==> config.mk <==
export PLATFORM = sky130hd
export DESIGN_NAME = div_unit
export DESIGN_NICKNAME = d
export VERILOG_FILES = /design/src/rtl/div_unit.sv
export SDC_FILE = /design/constraint.sdc
export NUM_CORES = 1
export LEC_CHECK = 0
export ABC_AREA = 1
export CAP_MARGIN = 20
export CORE_UTILIZATION = 30
export DETAILED_ROUTE_END_ITERATION = 16
export SLEW_MARGIN = 20
export SYNTH_ARGS = -nofsm -noshare
export SYNTH_HDL_FRONTEND = slang
export SYNTH_SLANG_ARGS = --single-unit
==> constraint.sdc <==
create_clock -name clk -period 4.9 [get_ports clk]
set_input_delay 0.735 -clock clk [delete_from_list [all_inputs] [get_ports clk]]
set_output_delay 0.735 -clock clk [all_outputs]
set_load 0.05 [all_outputs]
==> src/rtl/div_unit.sv <==
// rtl/div_unit.sv - iterative radix-2 restoring divider for RV32M DIV/DIVU/REM/REMU
// One operation in flight; special cases (divide by zero, signed overflow) bypass the iteration.
module div_unit #(
  parameter int XLEN = 32
) (
  input  logic            clk,
  input  logic            rst_n,
  input  logic            in_valid,
  output logic            in_ready,
  input  logic [1:0]      div_op,
  input  logic [XLEN-1:0] a_i,
  input  logic [XLEN-1:0] b_i,
  input  logic            flush,
  output logic            out_valid,
  input  logic            out_ready,
  output logic [XLEN-1:0] out
);

  localparam logic [1:0] S_IDLE = 2'd0;
  localparam logic [1:0] S_CALC = 2'd1;
  localparam logic [1:0] S_DONE = 2'd2;

  localparam logic [XLEN-1:0] MIN_INT = {1'b1, {(XLEN-1){1'b0}}};

  logic [1:0]      state_q, state_d;
  logic            alive_q;
  logic [5:0]      cnt_q, cnt_d;
  logic [1:0]      op_q, op_d;
  logic            qneg_q, qneg_d;
  logic            rneg_q, rneg_d;
  logic [XLEN-1:0] dvd_q, dvd_d;
  logic [XLEN-1:0] dsr_q, dsr_d;
  logic [XLEN-1:0] quo_q, quo_d;
  logic [XLEN-1:0] out_q, out_d;
  logic [XLEN:0]   rem_q, rem_d;

  logic            signed_in;
  logic            div_zero;
  logic            ovf;
  logic [XLEN-1:0] a_abs;
  logic [XLEN-1:0] b_abs;
  logic [XLEN-1:0] special_res;
  logic [XLEN:0]   rem_sh;
  logic [XLEN:0]   rem_nx;
  logic            take;
  logic [XLEN-1:0] quo_nx;
  logic [XLEN-1:0] quo_fix;
  logic [XLEN-1:0] rem_fix;

  assign in_ready  = alive_q && (state_q == S_IDLE);
  assign out_valid = (state_q == S_DONE);
  assign out       = out_q;

  // Operand conditioning at accept time: magnitudes only for the signed ops.
  assign signed_in   = ~div_op[0];
  assign a_abs       = (signed_in && a_i[XLEN-1]) ? -a_i : a_i;
  assign b_abs       = (signed_in && b_i[XLEN-1]) ? -b_i : b_i;
  assign div_zero    = (b_i == '0);
  assign ovf         = signed_in && (a_i == MIN_INT) && (b_i == {XLEN{1'b1}});
  assign special_res = div_zero ? (div_op[1] ? a_i : {XLEN{1'b1}})
                                : (div_op[1] ? '0 : MIN_INT);

  // One restoring step; rem_q[XLEN] only guards the compare and is never set in practice.
  assign rem_sh  = {rem_q[XLEN-1:0], dvd_q[XLEN-1]};
  assign take    = rem_q[XLEN] | (rem_sh >= {1'b0, dsr_q});
  assign rem_nx  = take ? (rem_sh - {1'b0, dsr_q}) : rem_sh;
  assign quo_nx  = {quo_q[XLEN-2:0], take};
  assign quo_fix = (~op_q[0] && qneg_q) ? -quo_nx : quo_nx;
  assign rem_fix = (~op_q[0] && rneg_q) ? -rem_nx[XLEN-1:0] : rem_nx[XLEN-1:0];

  always_comb begin
    state_d = state_q;
    cnt_d   = cnt_q;
    op_d    = op_q;
    qneg_d  = qneg_q;
    rneg_d  = rneg_q;
    dvd_d   = dvd_q;
    dsr_d   = dsr_q;
    quo_d   = quo_q;
    rem_d   = rem_q;
    out_d   = out_q;
    case (state_q)
      S_IDLE: begin
        if (in_valid && in_ready) begin
          op_d   = div_op;
          qneg_d = a_i[XLEN-1] ^ b_i[XLEN-1];
          rneg_d = a_i[XLEN-1];
          if (div_zero || ovf) begin
            out_d   = special_res;
            state_d = S_DONE;
          end else begin
            state_d = S_CALC;
            cnt_d   = 6'd31;
            dvd_d   = a_abs;
            dsr_d   = b_abs;
            quo_d   = '0;
            rem_d   = '0;
          end
        end
      end
      S_CALC: begin
        dvd_d = dvd_q << 1;
        rem_d = rem_nx;
        quo_d = quo_nx;
        if (cnt_q == 6'd0) begin
          out_d   = op_q[1] ? rem_fix : quo_fix;
          state_d = S_DONE;
        end else begin
          cnt_d = cnt_q - 6'd1;
        end
      end
      S_DONE: begin
        if (out_ready) state_d = S_IDLE;
      end
      default: state_d = S_IDLE;
    endcase
    if (flush) begin
      state_d = S_IDLE;
      cnt_d   = '0;
    end
  end

  always_ff @(posedge clk or negedge rst_n) begin
    if (!rst_n) begin
      state_q <= S_IDLE;
      alive_q <= 1'b0;
      cnt_q   <= '0;
      op_q    <= '0;
      qneg_q  <= 1'b0;
      rneg_q  <= 1'b0;
      dvd_q   <= '0;
      dsr_q   <= '0;
      quo_q   <= '0;
      rem_q   <= '0;
      out_q   <= '0;
    end else begin
      state_q <= state_d;
      alive_q <= 1'b1;
      cnt_q   <= cnt_d;
      op_q    <= op_d;
      qneg_q  <= qneg_d;
      rneg_q  <= rneg_d;
      dvd_q   <= dvd_d;
      dsr_q   <= dsr_d;
      quo_q   <= quo_d;
      rem_q   <= rem_d;
      out_q   <= out_d;
    end
  end

endmodule

After elaboration in Yosys (flattened, before gate mapping)
Cells that the tools add are included.
{ "totals": {"regBits": 173, "in_bits": 71, "out_inout_bits": 34, "wordCells": 89} }
{ "op_classes": {"n_addsub": 6, "n_lt_le_gt_ge": 1, "eq_ne": 13, "mux": 33, "bitwise": 5, "reduce_logical": 20} }
{ "op_table": {"columns": ["cell", "count"], "rows": [
  ["$mux W32", 13],
  ["$neg A32 Y32", 4],
  ["$pmux W32 S2", 2],
  ["$mux W33", 3],
  ["$pmux W33 S2", 1],
  ["$eq A32 B32 Y1 const B", 2],
  ["$mux W31", 2],
  ["$pmux W31 S2", 1],
  ["$ge A33 B32 Y1", 1],
  ["$sub A33 B32 Y33", 1],
  ["$logic_not A32 Y1", 1],
  ["$mux W6", 4],
  ["$pmux W6 S2", 1],
  ["$mux W2", 5],
  ["$ne A3 B3 Y1 const B", 3],
  ["$reduce_and A3 Y1", 3],
  ["$logic_and A1 B1 Y1", 8],
  ["$reduce_and A4 Y1", 2],
  ["$logic_not A6 Y1", 1],
  ["$ne A3 B2 Y1 const B", 2],
  ["$pmux W2 S3", 1],
  ["$sub A6 B1 Y6 const B", 1],
  ["$ne A2 B1 Y1 const B", 2],
  ["$ne A2 B2 Y1 const B", 2],
  ["10 further kinds", 12]
]} }

Longest topological paths before layout
Gate-level depths: netlist of the first run.
{ "logic_depth": {"ltp_word": 8, "ltp_mapped": 31, "ltp_nobuf": 30} }

Worst setup path after synthesis of the first run
OpenSTA, ideal clock, no wires.
{ "synth_path": {"path_type": "reg2reg", "from": "register rem_q[23]", "to": "register out_q[30] (netlist: out[30])", "setup_time_ns": 0.118, "arrival_time_ns": 3.823, "required_time_ns": 4.782, "setup_slack_ns": 0.960, "path_stages_with_launch": 27, "path_buffers": 1, "synth_period_minus_slack_ns": 3.940, "cell_sequence": "dfrtp_1 -> ha_1 -> a21oi_2 -> o21ai_0 -> a21oi_2 -> nand3_4 -> a21oi_2 -> buf_2 -> ha_1 -> nand2_1 -> nor2_1 -> nand3_1 -> nor2_1 -> nand3_1 -> o21ai_1 -> inv_2 -> a21oi_1 -> inv_1 -> a21oi_2 -> o21ai_1 -> inv_1 -> o21ai_1 -> or2_1 -> a21oi_1 -> nand2_1 -> nand2_1 -> nand2_1"} }
{ "synth_between": {"elab_chain_cells": 8, "word_cells_on_any_way": 11, "cone_classes": "add/sub: 3; order compare: 1; mux: 6; bitwise: 1"} }
{ "synth_rtl": {"columns": ["item", "line_no", "rtl"], "rows": [
  ["from (decl)", "35", "logic [XLEN:0] rem_q, rem_d;"],
  ["from (signal assigned)", "146", "rem_q <= rem_d;"],
  ["$ge A33 B32 Y1", "65", "assign take = rem_q[XLEN] | (rem_sh >= {1'b0, dsr_q});"],
  ["$or A1 B1 Y1", "65", null],
  ["$mux W33", "66", "assign rem_nx = take ? (rem_sh - {1'b0, dsr_q}) : rem_sh;"],
  ["$neg A32 Y32", "69", "assign rem_fix = (~op_q[0] && rneg_q) ? -rem_nx[XLEN-1:0] : rem_nx[XLEN-1:0];"],
  ["$mux W32", "69", null],
  ["$mux W32 *", "106", "out_d = op_q[1] ? rem_fix : quo_fix;"],
  ["$mux W32 *", "105", "if (cnt_q == 6'd0) begin"],
  ["$pmux W32 S2 *", "82", "case (state_q)"],
  ["to (signal assigned)", "147", "out_q <= out_d;"],
  ["to (decl)", "34", "logic [XLEN-1:0] out_q, out_d;"]
]} }
Every way passes the cells marked *; elsewhere a longest branch is shown, timed or not. The select of a mux whose other input is x is not followed.
A chain may end at the register's enable or synchronous reset.

Final worst setup path of the first run
Same ends and word-level chain as after synthesis.

==> results.txt, run 1 <==
The commonest non-fill, non-tap cell in the layout is sky130_fd_sc_hd__nand2_1. Setup violations remaining at the end of the flow were counted as 0. The total standard cell area after synthesis came out at 0.0138 sq mm. The number of warnings issued by yosys is 0. The count of endpoints failing hold in the final timing report came out at 0. Across the VDD grid, the largest voltage drop is roughly 380 uV.

The number of buffers on the longest clock path came out at 2. The number of search-and-repair iterations in the first detailed-routing pass came out at 6. The total negative slack came out at 0 ps. The via count of the first global-routing pass is roughly 14000. The share of Yosys cell area claimed by the top area cell type came out at between 30% and 40%. Entering global routing, the biggest net connects 94 pins. The cell count after synthesis came out at 2178. The initial utilization of the core area, before any placement, comes to 30.4%. The number of resized instances in the post-cts repair step is 0. The clock period minus final worst setup slack came out at 4460 ps.

Static timing analysis puts the maximum clock frequency at between 0.2 and 0.25 GHz. The detailed placer's ending HPWL is about 37 mm. The fraction of layout cells with a size suffix above 1 is 4.77%. The standard-cell row count is 78. The antenna diode count came out at 0. The first-pass GRT wire length is around 76 mm. The final global-route overflow total came out at 0.

The run finished with clean final reports. The total number of vias is 14583. The kind of launch point of the worst setup path is a register.

After clock tree synthesis, the setup repair step added 0 buffers. The primary flip-flop cell chosen by synthesis mapping is sky130_fd_sc_hd__dfrtp_1. The CTS tree is built. Sequential elements use 31.4% of the synthesized area.

The path class of the tightest hold or removal check is in2async. The mean post-synth cell area came out at 6.34 sq um. The die width came out at 217 um. The library cells used most frequently in the layout, excluding fill and tap cells, are sky130_fd_sc_hd__nand2_1 (629), sky130_fd_sc_hd__inv_1 (301), sky130_fd_sc_hd__nor2_1 (211). The endpoint arrival time on the critical path came out at 4830 ps. The worst slew margin relative to its limit came out at 33.5%. The number of nets in the synthesized netlist is 2289.

Setup repair after global routing left no endpoint under its margin. The number of placed I/O pins is 105. The CTS clock-pin slew for the worst setup and hold paths came out at roughly 80 ps. In the routed layout, each cell is associated on average with a via count of 5.09.

The worst hold slack across all endpoints is roughly 320 ps. By area the synthesized netlist is led by sky130_fd_sc_hd__dfrtp_1 (31%), sky130_fd_sc_hd__nand2_1 (17%), sky130_fd_sc_hd__inv_1 (8.2%). For this design, the sink count on the clock tree is around 170. The critical path is of the reg2reg type.

The growth of design area from synthesis to finish came out at 16.5%. The number of buffers added by the clock tree synthesis step came out at 17. The routed wirelength normalized by instance count is 16.7 um. The number of synthesized register bits came out at 173. Dividing the final minimum period by the clock period gives 91.1%. The source-to-sink clock delay at the later pin of the worst-skew pair came out at 460 ps. The count of port buffers added during placement came out at between 100 and 150. The height of the die is 217 um. The transition time of the tightest slew-check pin is 996 ps. The kind of end point of the critical path is a register.

The root buffer cell chosen for the clock tree is sky130_fd_sc_hd__clkbuf_16. The die covers 0.0469 sq mm. The highest fanout seen on the critical path came out at 5. The number of H-tree branching levels came out at 4. The iteration-0 DRC count of the detailed router came out at 1280.

The largest total area in the synthesized netlist belongs to sky130_fd_sc_hd__dfrtp_1. The critical path required time came out at roughly 5300 ps. The distinct cell type count of the synthesized netlist came out at between 50 and 60.

In the routed design, unresolved DRC markers number 0. The weighted congestion at the end of routability-driven global placement came out at 0.949. On the final layout, the worst clock skew is 16.1 ps. The max-slew violation count is 0. The analysis attributes to cell leakage a power of 7.94 nW. The wire length after detailed routing is 47.9 mm.

The global router's overall resource usage came out at 20.6%. At the end of the flow the core is filled with cells to 35.4%. In this run the power density over the cells is about 760 mW/mm^2. The number of nets at the end of the flow came out at 2361. The placeable core region came out at approximately 0.045 sq mm. The count of nets left with antenna violations once routing finished came out at 0. Hold repair after CTS inserted 0 buffers. The number of enable-type register cells in the synthesized netlist is 0. The max-cap check violation count came out at 0. The number of antenna violations at the first check in global routing came out at 1. After synthesis, the share of flip-flops with an asynchronous set or reset is 100%.
==> final timing paths <==
check / start / to / slack, ps / cells after the start
worst max-delay path: rem_q[23] / out[30] / 440 / 25
worst min-delay path: rst_n / dvd_q[17] / 320 / 1
worst max register to register: rem_q[23] / out[30] / 440 / 25
worst min register to register: dvd_q[5] / dvd_q[5] / 480 / 2
max in group asynchronous: rst_n / dsr_q[20] / 3530 / 2
min in group clk: dvd_q[5] / dvd_q[5] / 480 / 2
==> metrics by stage <==
stage | cell area, sq um | worst slack [ps] | total power, mW | std cells
3_5_place_dp | 15500 | 324 | 10.7 | 2831
2_1_floorplan | 13800 | 960 | 8.24 | 2178
6_report | 16100 | 438 | 12.3 | 2863
4_1_cts | 16100 | 511 | 12.2 | 2863
5_1_grt | 16100 | 64.2 | 13.3 | 2863
3_3_place_gp | 15500 | 418 | 10.6 | 2831
==> state kept, by name, indices dropped and copies added (netlist names), 2 cells and up <==
register,cells
dvd_q,32
cnt_q,6
state_q,2
quo_q,31
out,32
rem_q,33
op_q,2
dsr_q,32
==> Yosys cell counts, types with 29 or more instances <==
cell type                  number
sky130_fd_sc_hd__a21oi_1      102
sky130_fd_sc_hd__clkbuf_1      54
sky130_fd_sc_hd__dfrtp_1      173
sky130_fd_sc_hd__ha_1          39
sky130_fd_sc_hd__inv_1        303
sky130_fd_sc_hd__nand2_1      629
sky130_fd_sc_hd__nand3_1      158
sky130_fd_sc_hd__nand4_1       29
sky130_fd_sc_hd__nor2_1       214
sky130_fd_sc_hd__nor3_1        30
sky130_fd_sc_hd__o21ai_0      180
sky130_fd_sc_hd__o22ai_1       59
sky130_fd_sc_hd__xor2_1        35
==> final cells by class <==
type,instances,area (sq um)
inverter,311,1170
clock buffer,18,439
fill,4899,29300
multi-input combinational,1622,8010
tap,600,751
timing repair buffer,125,1210
sequential,173,4330
clock inverter,14,171
==> per-layer routing <==
layer | part of all wire, % | vias to the layer above | GRT usage, % | wire length [um]
met5 | 0 | - | 0 | 0
met4 | 1.9 | 0 | 5.49 | 910
met3 | 6.0 | 55 | 3.06 | 2860
met2 | 45 | 452 | 32.7 | 21400
met1 | 47 | 6860 | 28.9 | 22700
li1 | - | 7216 | - | -
==> worst max-delay path: stages, from the launching register on <==
cell	delay [ps]
sky130_fd_sc_hd__dfrtp_1	450
sky130_fd_sc_hd__ha_1	400
sky130_fd_sc_hd__a21oi_2	200
sky130_fd_sc_hd__o21ai_0	160
sky130_fd_sc_hd__a21oi_2	210
sky130_fd_sc_hd__nand3_4	120
sky130_fd_sc_hd__a21oi_2	260
sky130_fd_sc_hd__ha_1	240
sky130_fd_sc_hd__nand2_1	60
sky130_fd_sc_hd__nor2_1	170
sky130_fd_sc_hd__nand3_1	150
sky130_fd_sc_hd__nor2_1	200
sky130_fd_sc_hd__nand3_1	130
sky130_fd_sc_hd__o21ai_1	240
sky130_fd_sc_hd__inv_2	60
sky130_fd_sc_hd__a21oi_1	170
sky130_fd_sc_hd__inv_1	110
sky130_fd_sc_hd__a21oi_2	150
sky130_fd_sc_hd__o21ai_1	120
sky130_fd_sc_hd__inv_1	90
sky130_fd_sc_hd__o21ai_1	80
sky130_fd_sc_hd__or2_1	240
sky130_fd_sc_hd__a21oi_1	140
sky130_fd_sc_hd__nand2_1	90
sky130_fd_sc_hd__nand2_1	70
sky130_fd_sc_hd__nand2_1	50
==> power by group <==
part	internal, mW	switching (mW)
Combinational	2.48	6.00
Sequential	1.96	0.331
Clock	0.787	0.684
==> logic make-up (layout without fill, tap and decap cells) <==
group / Yosys count / after routing / synth area share [%]
compound gates: 409 / 409 / 16.4
xor+xnor: 48 / 48 / 3.04
fa+ha+maj: 40 / 40 / 3.68
buf+inv: 383 / 468 / 10.7
flops: 173 / 173 / 31.4
mux: 5 / 5 / 0.362
other cells: 1 / 1 / 0.0272
simple gates: 1119 / 1119 / 34.4
Note: power is estimated with default switching activity, not from simulation.
==> run 2: changes to the inputs <==
- ABC_AREA: 1 -> 0
==> results.txt, run 2 <==
The final critical-path share of the clock period is 87.6%. The number of search-and-repair iterations in the first detailed-routing pass is 5. The number of setup violations in the final report came out at 0. The switching share of power came out at 50.6%.

The total number of vias came out at 12864. The clock share of power came out at 14.4%. The leakage power figure is ~6.2 nW. Dividing total power by cell area gives a power density of 639 mW/mm^2. At the later pin of the worst-skew pair, clock insertion delay measures roughly 460 ps. During I/O placement, the number of pins put on the boundary was ~110. The startpoint identified for the worst register-to-register timing path is rem_q[5]. The total area inside the core boundary comes to about 0.043 sq mm. The die is ~210 um tall. The internal power came out at between 4 and 5 mW. The pin count of the biggest net entering global routing came out at ~110. The area share of xor/xnor cells in the synthesized design came out at 8.76%. Synthesis produced a netlist whose cell count is roughly 1600. The register area share after synthesis came out at 33.0%.

The number of H-tree branching levels came out at 4. STA classifies the critical path endpoint as a register. Using the TritonRoute via totals, the vias-per-cell ratio works out to 5.63. The max-slew violation count came to 0.

In the layout the commonest cells are sky130_fd_sc_hd__o21ai_0 (183), sky130_fd_sc_hd__nand2_1 (175), sky130_fd_sc_hd__dfrtp_1 (173). No sink is reached through more buffers than the 2 on the longest clock path. Among all flip-flop cells after synthesis, the most frequent one is sky130_fd_sc_hd__dfrtp_1. The max-cap check violation count is 0.

The count of port buffers added during placement came out at 104. The post-synthesis share of cell area spent on full adders, half adders and majority gates is 3.88%. The remaining design rule violation count is 0. Summing every instance area after synthesis gives 0.0131 sq mm.

Cells with a size suffix above 1 make up around 5.8% of the layout. The fraction of power consumed by sequential logic came out at 22.5%. The number of buffers added by the clock tree synthesis step came out at 17. In this run, distinct cell masters in the synthesized netlist total 94.

The register with the most flip-flops in the layout has 33 of them. The reg-to-reg endpoint is out[22]. The clock period minus final worst setup slack is 4290 ps.

The cell sitting at the root of the clock tree is a sky130_fd_sc_hd__clkbuf_16. The worst reg2reg path depth came out at 15. The CTS clock-pin slew for the worst setup and hold paths came out at around 70 ps. The standard-cell row count is 76. The fraction of registers with async set or reset after synthesis is 100%.

sky130_fd_sc_hd__dfrtp_1 takes more of the synthesized area than any other cell. The area fraction in compound gates after synthesis came out at 27.7%. The cell count after placement came out at 2251.

The final cell count without fillers came out at 2283. The endpoint arrival time on the critical path is 4640 ps. The number of antenna violations at the first check in global routing came out at 1. The met1 capacity usage during global routing is approximately 28%. The CTS tree is built. In this run the worst setup path terminates at out[22]. The first-pass GRT wire length is 71.3 mm. Global routing used 33.9% of the available met2 tracks. The kind of launch point of the worst setup path is a register. The simple-gate share of the synthesized area came out at between 10% and 20%. The routed wirelength normalized by instance count is roughly 20 um.

The critical path starts at rem_q[5]. The count of endpoints failing hold in the final timing report came out at 0. The number of synthesized register bits came out at 173. The path class of the tightest hold or removal check is in2async. After global routing, the most crowded layer is met2. The via count of the first global-routing pass is 12343. After the last flow step, the layout net total stands at 1796. The highest ir drop seen on vdd is about 350 uV. For this run, the number of Yosys warnings is 0. The critical path class is reg2reg.

The commonest cells after synthesis are sky130_fd_sc_hd__o21ai_0 (183), sky130_fd_sc_hd__nand2_1 (175), sky130_fd_sc_hd__dfrtp_1 (173), sky130_fd_sc_hd__nor2_1 (150), sky130_fd_sc_hd__a21oi_1 (136). At the pin with the least slew margin, the transition time is 931 ps. The global router's overall resource usage came out at between 20% and 30%.

Leaving out fill and tap cells, the most frequent cell in the layout is sky130_fd_sc_hd__o21ai_0. The power after layout came out at 9.78 mW. The dominant combinational cell family by area after synthesis is compound AO/OA/AOI/OAI gates. The highest fanout seen on the critical path is 21. Timing would allow up to 0.233 GHz. The flow ran to the end, and the final reports show no timing, DRC or antenna violations. The number of nets produced by synthesis came out at 1747.

The post-route antenna net violation count came out at 0. The critical path required time is 5250 ps. By instance count, the leading cell after synthesis is sky130_fd_sc_hd__o21ai_0.

The weighted congestion at the end of routability-driven global placement came out at 0.905. The wire length after detailed routing is 45.6 mm. The effective utilization at floorplan came out at 30.4%.

Setup repair after global routing left no endpoint under its margin. The utilization after layout came out at a little over a third. The worst clock skew came out at 16.8 ps. The worst slew margin relative to its limit is 37.9%. The total negative slack is 0 ps.

The detailed router finished its first iteration with 1210 violations. The die width came out at approximately 210 um. A synthesized cell averages 8.01 sq um.

Combinational cells account for 63.1% of the total power. The number of hold buffers added after cts is 0. The count of buffers added by post-CTS timing repair for setup came out at 0. The fraction of met3 tracks used by global routing came out at under 10%. The number of resized instances in the post-cts repair step is 0. The synthesized design contains 0 enable-type register cells.

Summed over all nets, the half-perimeter wirelength after detailed placement is 34.4 mm. The growth of design area from synthesis to finish came out at 16.8%. By area the synthesized netlist is led by sky130_fd_sc_hd__dfrtp_1 (33%), sky130_fd_sc_hd__o21ai_0 (7.0%), sky130_fd_sc_hd__a21oi_1 (5.2%).

The die area came out at roughly 0.045 sq mm. Multiplexer cells account for 2.31% of the synthesized area. The worst reg-to-reg setup slack is 610 ps.

The switching power total came out at 4.95 mW. Summed over all layers, the global routing overflow is 0. The antenna diode count came out at 0.

The register with the most flip-flops in the final layout is rem_q. The share of Yosys cell area claimed by the top area cell type is 33.0%. The CTS sink count came out at 173.
## run 2: cell types whose count changed in the layout (fill, tap and decap cells not counted), moves of 49 or more
cell,delta
sky130_fd_sc_hd__inv_1,-248
sky130_fd_sc_hd__nand2_1,-454
sky130_fd_sc_hd__nand3_1,-128
sky130_fd_sc_hd__nor2_1,-61
sky130_fd_sc_hd__o22ai_1,-56
sky130_fd_sc_hd__xnor2_1,+49
## run 2: kinds of logic after synthesis
| kind of cell | count (synthesis) |
|---|---|
| compound gates | 567 |
| xor+xnor | 131 |
| fa+ha+maj | 40 |
| buf+inv | 159 |
| flops | 173 |
| mux | 29 |
| other cells | 1 |
| simple gates | 536 |
## run 2: power groups by stage
stage	clock network, mW	registers [mW]	logic, mW
finish	1.41	2.20	6.17
global route	1.48	2.24	6.67
CTS	1.43	2.19	6.08
detailed placement	0	2.22	6.06
global placement	0	2.21	6.04
floorplan	0	2.46	3.93
## run 2: layout make-up
class | instances | area, sq um
fillers | 4466 | 27800
multi-input cells | 1304 | 8150
flip-flops and latches | 173 | 4330
repair buffers | 133 | 1300
well taps | 585 | 732
clock buffers | 21 | 450
inverters | 56 | 210
clock inverters | 11 | 134
## run 2: worst min path at each step
| stage | to | slack [ps] | depth (start not counted) |
|---|---|---|---|
| global route | dsr_q[13] | 360 | 1 |
| floorplan | alive_q | 440 | 0 |
| CTS | rem_q[32] | 330 | 1 |
| detailed placement | dvd_q[26] | 470 | 2 |
| finish | dsr_q[13] | 300 | 1 |
| global placement | dvd_q[0] | 460 | 2 |
## run 2: per-stage QoR
stage	hold slack [ps]	worst slack, ps	cell area [sq um]
after floorplan	439	591	13100
after global placement	461	288	14700
after detailed placement	471	286	14700
after CTS	327	667	15300
after global routing	362	317	15300
final	303	610	15300
## run 2: worst max-delay path: stages, from the launching register on
cell                        delay (ps)
sky130_fd_sc_hd__dfrtp_1           440
sky130_fd_sc_hd__ha_1              430
sky130_fd_sc_hd__a21o_1            270
sky130_fd_sc_hd__a31oi_1           220
sky130_fd_sc_hd__o221ai_2          240
sky130_fd_sc_hd__o2111ai_2         350
sky130_fd_sc_hd__nand3_2           170
sky130_fd_sc_hd__inv_2             100
sky130_fd_sc_hd__buf_4             250
sky130_fd_sc_hd__mux2i_1           300
sky130_fd_sc_hd__ha_1              210
sky130_fd_sc_hd__and4_1            410
sky130_fd_sc_hd__and4_1            310
sky130_fd_sc_hd__nor2_1             70
sky130_fd_sc_hd__xnor2_1           170
sky130_fd_sc_hd__o211a_1           210
## run 2: per-layer routing
layer / part of all wire (%) / wire length, um
met2: 47 / 21500
met4: 2.4 / 1100
met1: 45 / 20300
met3: 6.0 / 2740
met5: 0.024 / 11
